## config.mk

```make
export PLATFORM = sky130hd
export DESIGN_NAME = hdc_job_dispatcher_flat
export DESIGN_NICKNAME = d
export VERILOG_FILES = /design/src/rtl/hdc_pkg.sv /design/src/rtl/hdc_job_dispatcher_if.sv /design/src/rtl/hdc_sync_fifo.sv /design/src/rtl/hdc_job_dispatcher.sv /design/src/flat_wrapper.sv
export SDC_FILE = /design/constraint.sdc
export NUM_CORES = 1
export LEC_CHECK = 0
export BUFFER_PORTS_ARGS = -buffer_cell sky130_fd_sc_hd__buf_2
export CAP_MARGIN = 20
export CORE_ASPECT_RATIO = 0.8
export CORE_MARGIN = 2
export CORE_UTILIZATION = 35
export DETAILED_ROUTE_END_ITERATION = 6
export HOLD_SLACK_MARGIN = 0.06
export PLACE_DENSITY = 0.59
export SLEW_MARGIN = 20
export SYNTH_ARGS = -nofsm -noshare
export SYNTH_HDL_FRONTEND = slang
export SYNTH_HIERARCHICAL = 1
export SYNTH_SLANG_ARGS = --single-unit
```

## constraint.sdc

```tcl
create_clock -name clk -period 7.08 [get_ports clk]
set_input_delay 1.416 -clock clk [delete_from_list [all_inputs] [get_ports clk]]
set_output_delay 1.416 -clock clk [all_outputs]
set_load 0.01 [all_outputs]
```

## src/rtl/hdc_pkg.sv

```systemverilog
// Shared types for the horizontal-distance calculator job dispatcher.
// Job struct widths track HDC_DATA_W / HDC_TAG_W; the dispatcher defaults to the same values.
package hdc_pkg;

  localparam int HDC_DATA_W = 16;
  localparam int HDC_TAG_W  = 4;

  // Q5.11 unity
  localparam logic [HDC_DATA_W-1:0] FIXED_ONE = 16'h0800;

  typedef enum logic [1:0] {
    IDLE,
    START,
    WAIT_LOW,
    WAIT_HIGH
  } hdc_state_t;

  typedef struct packed {
    logic [HDC_DATA_W-1:0] v;
    logic [HDC_DATA_W-1:0] x;
    logic [HDC_TAG_W-1:0]  tag;
  } hdc_job_t;

endpackage

```

## src/rtl/hdc_job_dispatcher_if.sv

```systemverilog
// Job input stream, core-side start/operand/done signals and tagged result stream.
// master = dispatcher view, slave = the surrounding system (job source, core, result sink).
interface hdc_job_dispatcher_if #(
  parameter int DATA_W = 16,
  parameter int TAG_W  = 4
);
  logic              job_valid;
  logic              job_ready;
  logic [DATA_W-1:0] job_v;
  logic [DATA_W-1:0] job_x;
  logic              calc_start;
  logic [DATA_W-1:0] calc_v;
  logic [DATA_W-1:0] calc_x;
  logic              calc_done;
  logic [DATA_W-1:0] calc_result;
  logic              res_valid;
  logic              res_ready;
  logic [DATA_W-1:0] res_data;
  logic [TAG_W-1:0]  res_tag;
  logic              res_err;
  logic              busy;

  modport master (
    input  job_valid, job_v, job_x, calc_done, calc_result, res_ready,
    output job_ready, calc_start, calc_v, calc_x, res_valid, res_data, res_tag, res_err, busy
  );

  modport slave (
    output job_valid, job_v, job_x, calc_done, calc_result, res_ready,
    input  job_ready, calc_start, calc_v, calc_x, res_valid, res_data, res_tag, res_err, busy
  );
endinterface

```

## src/rtl/hdc_sync_fifo.sv

```systemverilog
// Generic synchronous FIFO, show-ahead read (pop_dat valid whenever !empty), zero-latency flags.
// Backpressure: push ignored when full, pop ignored when empty; the caller gates on full/empty.
module hdc_sync_fifo #(
  parameter int WIDTH = 8,
  parameter int DEPTH = 4
) (
  input  logic             clk,
  input  logic             reset,
  input  logic             push,
  input  logic [WIDTH-1:0] push_dat,
  input  logic             pop,
  output logic [WIDTH-1:0] pop_dat,
  output logic             full,
  output logic             empty
);
  localparam int AW = $clog2(DEPTH);
  localparam logic [AW:0] PTR_ONE = {{AW{1'b0}}, 1'b1};

  logic [WIDTH-1:0] mem [DEPTH];
  logic [AW:0]      wr_ptr;
  logic [AW:0]      rd_ptr;

  always_ff @(posedge clk or posedge reset) begin
    if (reset) begin
      wr_ptr <= '0;
      rd_ptr <= '0;
    end else begin
      if (push && !full)  wr_ptr <= wr_ptr + PTR_ONE;
      if (pop  && !empty) rd_ptr <= rd_ptr + PTR_ONE;
    end
  end

  always_ff @(posedge clk) begin
    if (push && !full) mem[wr_ptr[AW-1:0]] <= push_dat;
  end

  assign pop_dat = mem[rd_ptr[AW-1:0]];
  assign empty   = (wr_ptr == rd_ptr);
  // Extra pointer MSB distinguishes full from empty when the indices match.
  assign full    = (wr_ptr[AW] != rd_ptr[AW]) && (wr_ptr[AW-1:0] == rd_ptr[AW-1:0]);

endmodule

```

## src/rtl/hdc_job_dispatcher.sv

```systemverilog
// Queues (v,x) jobs, starts the core with a 1-cycle pulse, returns tagged results; push->start 2 cycles, done->res_valid 1 cycle.
// Backpressure: job_ready = !full; no new job pops while a result is held. HDC_DISPATCH_TIMEOUT_EN adds a watchdog abort.
module hdc_job_dispatcher
  import hdc_pkg::*;
#(
  parameter int DATA_W         = HDC_DATA_W,
  parameter int DEPTH          = 4,
  parameter int TAG_W          = HDC_TAG_W,
  parameter int TIMEOUT_CYCLES = 64
) (
  input logic                 clk,
  input logic                 reset,
  hdc_job_dispatcher_if.master io
);

  hdc_state_t        state;
  hdc_job_t          wr_job;
  hdc_job_t          rd_job;
  logic              fifo_full;
  logic              fifo_empty;
  logic              push;
  logic              pop;
  logic [TAG_W-1:0]  tag_cnt;
  logic [TAG_W-1:0]  cur_tag;
  logic              calc_start_q;
  logic [DATA_W-1:0] calc_v_q;
  logic [DATA_W-1:0] calc_x_q;
  logic              res_valid_q;
  logic [DATA_W-1:0] res_data_q;
  logic [TAG_W-1:0]  res_tag_q;

`ifdef HDC_DISPATCH_TIMEOUT_EN
  localparam int WD_W = $clog2(TIMEOUT_CYCLES);
  logic [WD_W-1:0] wdog;
  logic            res_err_q;
`endif

  assign push   = io.job_valid & ~fifo_full;
  // A job only leaves the FIFO when its result will have somewhere to land.
  assign pop    = (state == IDLE) & ~fifo_empty & (~res_valid_q | io.res_ready);
  assign wr_job = '{v: io.job_v, x: io.job_x, tag: tag_cnt};

  hdc_sync_fifo #(
    .WIDTH ($bits(hdc_job_t)),
    .DEPTH (DEPTH)
  ) u_fifo (
    .clk      (clk),
    .reset    (reset),
    .push     (push),
    .push_dat (wr_job),
    .pop      (pop),
    .pop_dat  (rd_job),
    .full     (fifo_full),
    .empty    (fifo_empty)
  );

  always_ff @(posedge clk or posedge reset) begin
    if (reset) tag_cnt <= '0;
    else if (push) tag_cnt <= tag_cnt + 1'b1;
  end

  always_ff @(posedge clk or posedge reset) begin
    if (reset) begin
      state        <= IDLE;
      cur_tag      <= '0;
      calc_start_q <= 1'b0;
      calc_v_q     <= '0;
      calc_x_q     <= '0;
      res_valid_q  <= 1'b0;
      res_data_q   <= '0;
      res_tag_q    <= '0;
`ifdef HDC_DISPATCH_TIMEOUT_EN
      wdog         <= '0;
      res_err_q    <= 1'b0;
`endif
    end else begin
      calc_start_q <= 1'b0;
      if (res_valid_q && io.res_ready) res_valid_q <= 1'b0;
      case (state)
        IDLE: if (pop) begin
          calc_v_q     <= rd_job.v;
          calc_x_q     <= rd_job.x;
          cur_tag      <= rd_job.tag;
          calc_start_q <= 1'b1;
          state        <= START;
        end
        START: begin
          state <= WAIT_LOW;
`ifdef HDC_DISPATCH_TIMEOUT_EN
          wdog  <= '0;
`endif
        end
        // A done still high from the previous job must fall before we trust a rise.
        WAIT_LOW: if (!io.calc_done) state <= WAIT_HIGH;
        WAIT_HIGH: if (io.calc_done) begin
          res_valid_q <= 1'b1;
          res_data_q  <= io.calc_result;
          res_tag_q   <= cur_tag;
`ifdef HDC_DISPATCH_TIMEOUT_EN
          res_err_q   <= 1'b0;
`endif
          state       <= IDLE;
        end
        default: state <= IDLE;
      endcase
`ifdef HDC_DISPATCH_TIMEOUT_EN
      if ((state == WAIT_LOW) || (state == WAIT_HIGH && !io.calc_done)) begin
        if (wdog == WD_W'(TIMEOUT_CYCLES - 1)) begin
          res_valid_q <= 1'b1;
          res_data_q  <= '0;
          res_tag_q   <= cur_tag;
          res_err_q   <= 1'b1;
          state       <= IDLE;
        end else begin
          wdog <= wdog + 1'b1;
        end
      end
`endif
    end
  end

  assign io.job_ready  = ~fifo_full;
  assign io.calc_start = calc_start_q;
  assign io.calc_v     = calc_v_q;
  assign io.calc_x     = calc_x_q;
  assign io.res_valid  = res_valid_q;
  assign io.res_data   = res_data_q;
  assign io.res_tag    = res_tag_q;
  assign io.busy       = (state != IDLE) | ~fifo_empty;
`ifdef HDC_DISPATCH_TIMEOUT_EN
  assign io.res_err    = res_err_q;
`else
  assign io.res_err    = 1'b0;
`endif

endmodule

```

## src/flat_wrapper.sv

```systemverilog
// flat-port wrapper written by rule: the top's interface ports become plain ports
module hdc_job_dispatcher_flat import hdc_pkg::*;
#(
  parameter int DATA_W         = HDC_DATA_W,
  parameter int DEPTH          = 4,
  parameter int TAG_W          = HDC_TAG_W,
  parameter int TIMEOUT_CYCLES = 64
)
  (clk, reset, io_job_valid, io_job_v, io_job_x, io_calc_done, io_calc_result, io_res_ready, io_job_ready, io_calc_start, io_calc_v, io_calc_x, io_res_valid, io_res_data, io_res_tag, io_res_err, io_busy);
  hdc_job_dispatcher_if #(.DATA_W(DATA_W), .TAG_W(TAG_W)) io_i ();
  input logic clk;
  input logic reset;
  input wire logic [$bits(io_i.job_valid)-1:0] io_job_valid;
  input wire logic [$bits(io_i.job_v)-1:0] io_job_v;
  input wire logic [$bits(io_i.job_x)-1:0] io_job_x;
  input wire logic [$bits(io_i.calc_done)-1:0] io_calc_done;
  input wire logic [$bits(io_i.calc_result)-1:0] io_calc_result;
  input wire logic [$bits(io_i.res_ready)-1:0] io_res_ready;
  output wire logic [$bits(io_i.job_ready)-1:0] io_job_ready;
  output wire logic [$bits(io_i.calc_start)-1:0] io_calc_start;
  output wire logic [$bits(io_i.calc_v)-1:0] io_calc_v;
  output wire logic [$bits(io_i.calc_x)-1:0] io_calc_x;
  output wire logic [$bits(io_i.res_valid)-1:0] io_res_valid;
  output wire logic [$bits(io_i.res_data)-1:0] io_res_data;
  output wire logic [$bits(io_i.res_tag)-1:0] io_res_tag;
  output wire logic [$bits(io_i.res_err)-1:0] io_res_err;
  output wire logic [$bits(io_i.busy)-1:0] io_busy;
  assign io_i.job_valid = io_job_valid;
  assign io_i.job_v = io_job_v;
  assign io_i.job_x = io_job_x;
  assign io_i.calc_done = io_calc_done;
  assign io_i.calc_result = io_calc_result;
  assign io_i.res_ready = io_res_ready;
  assign io_job_ready = io_i.job_ready;
  assign io_calc_start = io_i.calc_start;
  assign io_calc_v = io_i.calc_v;
  assign io_calc_x = io_i.calc_x;
  assign io_res_valid = io_i.res_valid;
  assign io_res_data = io_i.res_data;
  assign io_res_tag = io_i.res_tag;
  assign io_res_err = io_i.res_err;
  assign io_busy = io_i.busy;
  hdc_job_dispatcher #(.DATA_W(DATA_W), .DEPTH(DEPTH), .TAG_W(TAG_W), .TIMEOUT_CYCLES(TIMEOUT_CYCLES)) u_core (.clk(clk), .reset(reset), .io(io_i));
endmodule
```

==> impl_metrics.yaml <==
status:
  status: "completed"
sta:
  max_freq_ghz: 0.2414
  fin_crit_sh_pct: 58.50
  setup-violations-final: 0
  period_minus_slack_ns: 4.142
  max_slew_margin_pct: 30.23
  drv_slew: 0
  fin_skew_ns: 0.01822
  rsz0062_at_grt: "false"
  tightest_slew_ns: 1.047
  hold_viol: 0
  setup_tns_ns: 0
min_path:
  hold_path.class: "flop to flop"
  whs_endpoint: "u_core/io.res_data[2]$_DFFE_PP0P_"
  min_from: "u_core/io.res_data[2]$_DFFE_PP0P_"
  whs_path_depth: 1
clock_network:
  cts_root_buf: "clkbuf_16"
  cts_tree: "done"
  ctsLongestPathBuffers: 3
  hold_buffers: 0
  cts_setup_buffers: 0
  h-tree-depth: 1
  clkTransAtPathRegs_ns: 0.05
  cts_buffers: 23
  cts_num_sinks: 214
  worst_skew_pair.late_latency_ns: 0.50
  cts_resized: 0
setup_path:
  ff2ff_path_depth: 5
  required_ns: 5.66
  cp_max_fo: 42
  critPathCaptureType: "output pin"
  r2r-end: "u_core/u_fifo/mem[1][23]$_DFFE_PP_"
  crit_arrival_ns: 2.73
  startpoint: "u_core/u_fifo/rd_ptr[1]$_DFFE_PP0P_"
  critical_path_class: "flop to output pin"
  start_kind: "flop"
  r2r_start: "u_core/u_fifo/rd_ptr[1]$_DFFE_PP0P_"
  r2r_setup_slack_ns: 3.50
pwr:
  powerDensity_nw_per_um2: 472.0
  combPwrFrac_pct: 30.6
  p_sw_mw: 1.379
  power_frac_seq_pct: 44.0
  clkPwrFrac_pct: 25.3
  power_mw: 4.684
  p_int_mw: 3.305
  ir_drop_mv: 0.1728
  switching_share_pct: 29.43
  leakage_nw: 3.775
route:
  post_drt_wl_per_cell_microns: 18.15
  drt_wl_total_microns: 15340
  drc: 0
  drt_first_pass_iters: 4
  drt_iter0_markers: 261
  final_antenna_net_count: 0
  via_per_inst: 4.630
  via_count: 3912
yosys:
  synth_nets: 460
  synth_edf_count: 144
  async_flop_share_pct: 32.71
  synthFlopType: "edfxtp_1"
  synth_cells: 398
  yosys.area.top_type_share_pct: 51.85
  ys_ff_latch: 214
  yosysWarnings: 6
  postSynthAreaPerCell_sq_um: 20.95
  synth_area_sq_um: 8339
  synthTopCellsByArea: "edfxtp_1, dfrtp_1, mux4_2, mux2_4, mux2_2"
  yosysUniqueCellTypes: 37
  ys_seq_area_share_pct: 72.86
  yosysTopAreaCell: "edfxtp_1"
placed_design:
  dp_hpwl_microns: 9485
  gp_congestion: 0.8382
  numPortBuffers: 108
floorplanning:
  die_w_microns: 176.6
  core_sq_um: 23400
  pin_count: 110
  start_util_pct: 35.64
  die_h_microns: 142.1
  num_rows: 50
  die_area_sq_um: 25080
global_route:
  grt_max_degree: 54
  overflow: 0
  grt_pass1_vias: 4187
  grt_first_pass_wirelength_microns: 24020
  antenna_found_initial: 0
  track_usage_pct: 12.41
final_layout:
  diodes: 0
  syn2layout_area_growth_pct: 19.01
  fin_nets: 579
  drive_above_1_share_pct: 46.90
  ff_latch_area_sq_um: 6081
  fill_cells: 2090
  multi_input_area_sq_um: 2087
job:
  maxCapViolCount: 0
-- sequential cells by signal, summed over array words and instances, names as in the netlist, 3 cells and up --
signal / cells
u_core/io.res_data: 16
u_core/cur_tag: 4
u_core/u_fifo/mem: 144
u_core/io.res_tag: 4
u_core/io.calc_x: 16
u_core/io.calc_v: 16
u_core/u_fifo/rd_ptr: 3
u_core/tag_cnt: 4
u_core/u_fifo/wr_ptr: 3
-- worst max path at each step --
| stage | slack, ns | endpoint | depth (start not counted) |
|---|---|---|---|
| final | 2.94 | io_busy | 5 |
| after floorplan | 3.56 | u_core/u_fifo/mem[3][0]$_DFFE_PP_ | 4 |
| after CTS | 2.89 | io_busy | 5 |
| after global routing | 2.74 | io_busy | 5 |
| after global placement | 3.45 | io_busy | 5 |
| after detailed placement | 3.41 | u_core/u_fifo/mem[1][18]$_DFFE_PP_ | 5 |
-- cell usage after synthesis, types with 4 or more instances --
| cell | count |
|---|---|
| inv_1 | 11 |
| xnor2_1 | 7 |
| edfxtp_1 | 144 |
| buf_6 | 4 |
| o31ai_1 | 4 |
| mux2_4 | 29 |
| a21oi_1 | 5 |
| mux2_2 | 28 |
| mux4_2 | 36 |
| buf_2 | 6 |
| ha_1 | 9 |
| dfrtp_1 | 70 |
-- cells by family after synthesis --
logic type	count (synthesis)	share of synthesized area (%)
DFF	214	72.86
muxes	93	18.72
buffers and inverters	28	2.341
and+or+nand+nor	23	1.725
AOI/OAI and AO/OA	18	1.515
xor gates and xnor gates	12	1.440
adders and majority gates	9	1.350
other	1	0.04497
-- stage by stage --
stage / hold WS, ns / instances / area, sq um / worst slack (ns) / util [%]
floorplan: 0.4766 / 398 / 8339 / 3.563 / -
global placement: 0.4821 / 804 / 9164 / 3.450 / 39.17
detailed placement: 0.4879 / 804 / 9164 / 3.407 / 39.17
CTS: 0.5017 / 845 / 9925 / 2.886 / 42.42
global route: 0.5183 / 845 / 9925 / 2.740 / 42.42
finish: 0.4997 / 845 / 9925 / 2.938 / 42.42
-- cell type report --
class | instances | share of cell area, %
clock inverter | 6 | 0.8069
timing repair buffer | 111 | 5.673
inverter | 11 | 0.4286
clock buffer | 35 | 6.858
tap | 312 | 3.933
sequential | 214 | 61.27
multi-input combinational | 156 | 21.03
-- worst max-delay path, stage by stage (launching register included) --
cell	delay [ns]
dfrtp_2	1.06
xor2_1	0.23
nor3_1	0.53
and2_1	0.24
inv_1	0.05
buf_2	0.13
-- power by group through the flow --
stage	clock network, mW	registers (mW)	logic, mW
after global routing	1.27	2.12	1.56
after global placement	0	2.08	1.42
final	1.19	2.06	1.43
after CTS	1.22	2.08	1.46
after detailed placement	0	2.10	1.46
after floorplan	0	2.03	1.12
-- cell usage in the layout (no fill, tap or decap), types with 2 or more instances in the layout --
cell | Yosys | routed
nand3_1 | 2 | 2
xnor2_1 | 7 | 7
edfxtp_1 | 144 | 144
mux2_2 | 28 | 28
bufinv_16 | 0 | 2
nand2_1 | 3 | 3
mux2_4 | 29 | 29
clkbuf_1 | 3 | 6
a211oi_1 | 2 | 2
clkinv_2 | 0 | 5
clkbuf_16 | 0 | 23
o31ai_1 | 4 | 4
buf_4 | 1 | 3
xor2_2 | 2 | 2
buf_2 | 6 | 108
and3_2 | 0 | 3
inv_1 | 11 | 10
dfrtp_1 | 70 | 68
a21oi_1 | 5 | 5
xor2_1 | 3 | 3
o21ai_0 | 2 | 2
and2_1 | 3 | 3
ha_1 | 9 | 9
mux4_2 | 36 | 36
nand2b_1 | 3 | 3
clkbuf_8 | 0 | 6
nor2b_1 | 2 | 2
nor3_1 | 2 | 2
-- layer usage --
layer	wire length (microns)	track usage [%]	up-vias	share of wire, %
met2	7314	19.76	91	48
met5	0	0	-	0
met1	7082	17.19	2000	46
met4	250	3.697	0	1.6
li1	-	-	1798	-
met3	690	2.698	23	4.5
No activity file was read; power rests on OpenSTA's default activity.
